`src/rtl/rom_dl_sequencer.sv`:
```
// ROM download sequencer: bridges the HPS ioctl byte stream to the core's ROM write port.
// Decodes each byte into a region, stretches each write, backpressures the HPS while a
// write is in flight, holds the core in reset around a download and reports load status.
module rom_dl_sequencer #(
  parameter logic [7:0]  ROM_INDEX   = 8'd0,
  parameter logic [13:0] PROG_SIZE   = 14'h1000,
  parameter logic [13:0] GFX_SIZE    = 14'h0400,
  parameter int unsigned WR_CYCLES   = 2,
  parameter logic [15:0] HOLD_CYCLES = 16'd1024
) (
  input  logic        clk_sys,
  input  logic        reset_n,
  input  logic        ioctl_download,
  input  logic [7:0]  ioctl_index,
  input  logic        ioctl_wr,
  input  logic [24:0] ioctl_addr,
  input  logic [7:0]  ioctl_dout,
  output logic        ioctl_wait,
  output logic [13:0] dn_addr,
  output logic [7:0]  dn_data,
  output logic        dn_wr,
  output logic [1:0]  dn_region,
  output logic        game_reset,
  output logic        rom_loaded,
  output logic        dl_error,
  output logic [14:0] byte_count
);

  typedef enum logic [1:0] {StIdle, StAccept, StWrite, StCheck} state_e;

  localparam logic [14:0] TotalSize = {1'b0, PROG_SIZE} + {1'b0, GFX_SIZE};
  localparam logic [3:0]  WrCycles  = 4'(WR_CYCLES);
  localparam logic [1:0]  RegProg   = 2'd0;
  localparam logic [1:0]  RegGfx    = 2'd1;
  localparam logic [1:0]  RegOvf    = 2'd2;

  state_e      state_q, state_d;
  logic        wait_q, wait_d;
  logic [13:0] dn_addr_q, dn_addr_d;
  logic [7:0]  dn_data_q, dn_data_d;
  logic        dn_wr_q, dn_wr_d;
  logic [1:0]  dn_region_q, dn_region_d;
  logic        game_reset_q, game_reset_d;
  logic        rom_loaded_q, rom_loaded_d;
  logic        dl_error_q, dl_error_d;
  logic [14:0] byte_count_q, byte_count_d;
  logic [15:0] hold_q, hold_d;
  logic [3:0]  wcnt_q, wcnt_d;
  // Download ended while a write was still in flight.
  logic        end_q, end_d;

  logic        index_hit;
  logic        active;
  logic        rom_wr;
  logic [1:0]  region;
  logic [14:0] addr_lo;
  logic [14:0] byte_inc;

  assign index_hit = (ioctl_index == ROM_INDEX);
  assign active    = ioctl_download && index_hit;
  assign rom_wr    = ioctl_wr && index_hit;
  assign addr_lo   = {1'b0, ioctl_addr[13:0]};
  assign byte_inc  = (byte_count_q == 15'h7FFF) ? byte_count_q : byte_count_q + 15'd1;

  // Region decode of the incoming byte address; any high address bit means overflow.
  always_comb begin
    region = RegOvf;
    if (ioctl_addr[24:14] == 11'd0) begin
      if (addr_lo < {1'b0, PROG_SIZE}) begin
        region = RegProg;
      end else if (addr_lo < TotalSize) begin
        region = RegGfx;
      end
    end
  end

  // Next-state logic for the sequencer and all registered outputs.
  always_comb begin
    state_d      = state_q;
    wait_d       = wait_q;
    dn_addr_d    = dn_addr_q;
    dn_data_d    = dn_data_q;
    dn_wr_d      = 1'b0;
    dn_region_d  = dn_region_q;
    game_reset_d = game_reset_q;
    rom_loaded_d = rom_loaded_q;
    dl_error_d   = dl_error_q;
    byte_count_d = byte_count_q;
    hold_d       = hold_q;
    wcnt_d       = wcnt_q;
    end_d        = end_q;

    unique case (state_q)
      StIdle: begin
        if (active) begin
          state_d      = StAccept;
          byte_count_d = 15'd0;
          dl_error_d   = 1'b0;
          rom_loaded_d = 1'b0;
          game_reset_d = 1'b1;
        end else if (hold_q != 16'd0) begin
          hold_d       = hold_q - 16'd1;
          game_reset_d = (hold_q != 16'd1);
        end else begin
          game_reset_d = 1'b0;
        end
      end

      StAccept: begin
        // A strobe coinciding with the download ending is still taken.
        if (rom_wr) begin
          dn_addr_d    = ioctl_addr[13:0];
          dn_data_d    = ioctl_dout;
          dn_region_d  = region;
          wait_d       = 1'b1;
          wcnt_d       = 4'd0;
          byte_count_d = byte_inc;
          end_d        = !active;
          state_d      = StWrite;
        end else if (!active) begin
          state_d = StCheck;
        end
      end

      StWrite: begin
        // HPS ignored ioctl_wait: drop the byte and flag it.
        if (rom_wr) begin
          dl_error_d = 1'b1;
        end
        if (!active) begin
          end_d = 1'b1;
        end
        if (wcnt_q != WrCycles) begin
          wcnt_d = wcnt_q + 4'd1;
          if (dn_region_q == RegOvf) begin
            dl_error_d = 1'b1;
          end else begin
            dn_wr_d = 1'b1;
          end
        end else begin
          wait_d  = 1'b0;
          state_d = (end_q || !active) ? StCheck : StAccept;
        end
      end

      StCheck: begin
        rom_loaded_d = (byte_count_q == TotalSize) && !dl_error_q;
        if (byte_count_q < TotalSize) begin
          dl_error_d = 1'b1;
        end
        hold_d       = HOLD_CYCLES;
        game_reset_d = 1'b1;
        state_d      = StIdle;
      end

      default: state_d = StIdle;
    endcase
  end

  // State and output registers; reset holds the core in reset for HOLD_CYCLES.
  always_ff @(posedge clk_sys or negedge reset_n) begin
    if (!reset_n) begin
      state_q      <= StIdle;
      wait_q       <= 1'b0;
      dn_addr_q    <= 14'd0;
      dn_data_q    <= 8'd0;
      dn_wr_q      <= 1'b0;
      dn_region_q  <= RegProg;
      game_reset_q <= 1'b1;
      rom_loaded_q <= 1'b0;
      dl_error_q   <= 1'b0;
      byte_count_q <= 15'd0;
      hold_q       <= HOLD_CYCLES;
      wcnt_q       <= 4'd0;
      end_q        <= 1'b0;
    end else begin
      state_q      <= state_d;
      wait_q       <= wait_d;
      dn_addr_q    <= dn_addr_d;
      dn_data_q    <= dn_data_d;
      dn_wr_q      <= dn_wr_d;
      dn_region_q  <= dn_region_d;
      game_reset_q <= game_reset_d;
      rom_loaded_q <= rom_loaded_d;
      dl_error_q   <= dl_error_d;
      byte_count_q <= byte_count_d;
      hold_q       <= hold_d;
      wcnt_q       <= wcnt_d;
      end_q        <= end_d;
    end
  end

  assign ioctl_wait = wait_q;
  assign dn_addr    = dn_addr_q;
  assign dn_data    = dn_data_q;
  assign dn_wr      = dn_wr_q;
  assign dn_region  = dn_region_q;
  assign game_reset = game_reset_q;
  assign rom_loaded = rom_loaded_q;
  assign dl_error   = dl_error_q;
  assign byte_count = byte_count_q;

endmodule

```
`config.mk`:
```
export PLATFORM = sky130hd
export DESIGN_NAME = rom_dl_sequencer
export DESIGN_NICKNAME = d
export VERILOG_FILES = /design/src/rtl/rom_dl_sequencer.sv
export SDC_FILE = /design/constraint.sdc
export NUM_CORES = 1
export LEC_CHECK = 0
export ABC_AREA = 1
export CAP_MARGIN = 0
export CELL_PAD_IN_SITES_DETAIL_PLACEMENT = 1
export CELL_PAD_IN_SITES_GLOBAL_PLACEMENT = 1
export CORE_AREA = 2 2 114 116
export DETAILED_ROUTE_END_ITERATION = 10
export DIE_AREA = 0 0 116 118
export PLACE_DENSITY_LB_ADDON = 0.15
export SYNTH_ARGS = -nofsm -noshare
export SYNTH_HDL_FRONTEND = slang
export SYNTH_SLANG_ARGS = --single-unit
```
`constraint.sdc`:
```
create_clock -name clk_sys -period 1.5 [get_ports clk_sys]
set_input_delay 0.225 -clock clk_sys [delete_from_list [all_inputs] [get_ports clk_sys]]
set_output_delay 0.225 -clock clk_sys [all_outputs]
set_load 0.1 [all_outputs]
```
==> summary.txt <==
Run status
  • Status: finished with violations
  • Failing checks: setup timing

Setup path
  • Data arrival time of the worst path: about 1900 ps
  • CP endpoint kind: flop
  • Worst path slowest cell: dfrtp_1
  • Critical Path Max Stage Delay: around 390 ps
  • Critical path depth in cells: 9
  • Critical Path RT: between 1500 and 2000 ps
  • Buf/Inv on CP: 5
  • Delay-heaviest family, CP: buffers and inverters
  • Crit Path Class: flop to flop
  • Startpoint types: flop
  • Critical path peak fanout: 7
  • R2R depth: 9
  • Cell Chain, Critical Path: inv_2, buf_6, ha_4, buf_12, nand3_4, inv_8, clkbuf_16, nand2_4, nand2_2

Cells and area
  • Flip-flop and latch area: 1730 um2
  • Multi-input logic area: 2640 um2
  • Design area: approximately 7600 um2
  • Ant. Diodes: 0
  • Fillcell total: approximately 1400
  • Non-filler cells, final: 940
  • Area Overhead vs Synth: 93.7%
  • Fin nets: 819
  • Layout cells sized above 1: 0.460

Clocking
  • CTS tree: done
  • CTS root buf: clkbuf_16
  • Worst-Skew Late Latency: about 350 ps
  • H-tree lvl count: 3
  • Clk slew on worst S/H paths: around 60 ps
  • CTS Buffer Depth: 2
  • Clk sinks: 67
  • Number of buffers created by CTS: 9

STA
  • Slew headroom: 0.734
  • Max frequency: 609 MHz
  • Min Tclk post-route: between 1500 and 2000 ps
  • Tcrit/Tclk final: 1.09
  • Worst setup margin: -142 ps
  • Worst-margin pin slew: 398 ps
  • Final Hold Fails: 0
  • Max Slew Vio Count: 0
  • Setup-failing EPs final: 60
  • Unrepaired setup endpoints after global routing: yes
  • Final setup skew: ~4.8 ps

Global route
  • Vias in the first global route: 4798
  • Largest net degree at the start of global routing: between 60 and 70
  • GR Overflow Total: 0
  • GR Util All Layers: 0.214
  • First-pass GRT wire length: approximately 23 mm
  • Initial antenna violation count: 0

Placed design
  • Placed insts: just under 900
  • Gpl congestion: approximately 0.8
  • DP Area: about 6200 um2
  • Port bufs: 88
  • Final HPWL DP: between 9 and 10 mm

Floorplan
  • Ports: about 90
  • Die X: around 120 um
  • Site Rows: 41
  • Die H: 118 um
  • Die footprint: approximately 14000 um2
  • Core area: 12400 um2
  • Initial core utilization: 0.315

Synthesis
  • Commonest cells in the netlist: nand2_1 (220), nor2_1 (76), dfrtp_1 (65)
  • Top-count cell post-synth: nand2_1
  • Netlist Area Pre-Place: between 3000 and 4000 um2
  • Register bit total from synthesis: 67
  • Post-synthesis cell type count: 31
  • Synth Instances: roughly 560
  • Area share of the largest cell type after synthesis: 0.416
  • Average size of a mapped cell: around 7.0 um2
  • Post-synth EDFFs: 0
  • Top_reg_cell synth: dfrtp_1
  • Async SR Flop Fraction: 1.00
  • Net Count, Synth: between 600 and 700
  • Register area share after synthesis: 0.430
  • Ys Warns: 0
  • Top post-synthesis cells by area: dfrtp_1 (42%), nand2_1 (21%), nor2_1 (7.3%)
  • Largest area contributor in the netlist: dfrtp_1

Power
  • Peak VDD IR: between 900 and 1000 uV
  • Cell area power density: between 1500 and 2000 nW/um2
  • LEAKAGE: 3.57 nW

Drt
  • Iteration-0 DRC Markers: about 200
  • Pre-antenna DRT Iters: 4
  • Via count: ~4600
  • Final ANT Viol Nets: 0
  • Vias per cell: about 4.9
  • DRC Markers: 0
  • DRT Wirelength: about 17 mm
  • Routed length per instance: ~18 um

Worst hold path
  • Worst min-delay path class: input port to flop
  • Hold depth: 3

Run
  • Max-cap violations: 0
## worst min-delay path, delay by kind of cell
family                 cells  cell delay [ps]
AND/OR/NAND/NOR            2              100
buffers and inverters      1              390
## cells in the final DEF (no fill, tap or decap), drive strengths merged
master / netlist / layout
clkbuf: 5 / 16
nand3b: 1 / 1
a21oi: 6 / 6
clkinvlp: 0 / 4
or2: 5 / 5
nor3: 4 / 4
dfstp: 2 / 2
o21bai: 1 / 1
nand2: 222 / 222
dfrtp: 65 / 65
clkinv: 1 / 2
inv: 50 / 50
clkdlybuf4s50: 0 / 43
nand4: 6 / 6
xnor2: 2 / 2
buf: 7 / 155
o21ai: 31 / 31
xor2: 9 / 9
nand3: 46 / 46
nor3b: 1 / 1
dlygate4sd3: 0 / 1
nor4: 2 / 2
ha: 11 / 11
a41oi: 1 / 1
nor2: 81 / 81
bufinv: 0 / 1
## cell families after synthesis
logic type / Yosys count / synth area share
and+or+nand+nor: 368 / 0.391
adders and majority gates: 11 / 0.0352
AOI/OAI and AO/OA: 39 / 0.0544
DFF: 67 / 0.430
buffers and inverters: 63 / 0.0656
xor gates and xnor gates: 11 / 0.0246
## through the flow
stage               setup slack (ps)  setup TNS [ps]  total power, mW   util  hold WS (ps)
finish                          -142           -4720             12.9  0.610           411
global placement                -427          -15950             7.59  0.498           287
floorplan                       -219           -2780             5.27      -         -70.6
detailed placement              -526          -18270             7.80  0.498           290
CTS                            -70.0            -780             11.0  0.544           401
global route                    -236           -9500             13.6  0.610           427
## path summary, 6_finish.rpt
kind                                     from              to  slack, ps
worst max-delay path               state_q[1]     dn_addr[13]       -140
worst min-delay path            ioctl_addr[4]      dn_addr[4]        410
worst max register to register     state_q[1]     dn_addr[13]       -140
worst min register to register      wcnt_q[3]       wcnt_q[3]        550
max in group asynchronous             reset_n  byte_count[11]        710
min in group asynchronous             reset_n       wcnt_q[2]        430
## final cells by class
class / instances / area share
Clock buffer: 10 / 0.0316
Clock inverter: 6 / 0.00859
Inverter: 51 / 0.0283
Multi-Input combinational cell: 429 / 0.349
Sequential cell: 67 / 0.228
Tap cell: 172 / 0.0284
Timing Repair Buffer: 205 / 0.326
## what timing repair did
item                                   4_1_cts  5_1_grt
gates cloned                                 1        8
pin swaps                                    8       41
setup endpoints to repair                   63       63
endpoints found under the hold margin       65        0
setup buffers                                6       16
resized for setup                           51      171
hold buffers                                 1        0
## layer usage
metal  up-vias  track usage  share of wire  wire length (um)
met5         -            0              0                 0
met4         0       0.0655          0.024               404
met3        28       0.0422          0.034               565
met2        93        0.404           0.56              9420
met1      2283        0.236           0.38              6300
li1       2158            -              -                 -
## report_power, final
part           total [mW]  internal (mW)  switching, mW  leakage [nW]
clock                2.23           1.33          0.900         0.137
sequential           2.39           2.13          0.253         0.867
combinational        8.32           3.68           4.63          2.56
## state kept, by name, summed over array words and instances, names as in the netlist
signal      count
wcnt_q          4
dn_data         8
hold_q         16
dn_addr        14
ioctl_wait      1
dl_error        1
state_q         2
dn_region       2
byte_count     15
end_q           1
rom_loaded      1
dn_wr           1
game_reset      1
Power figures use the tool's default switching activity.
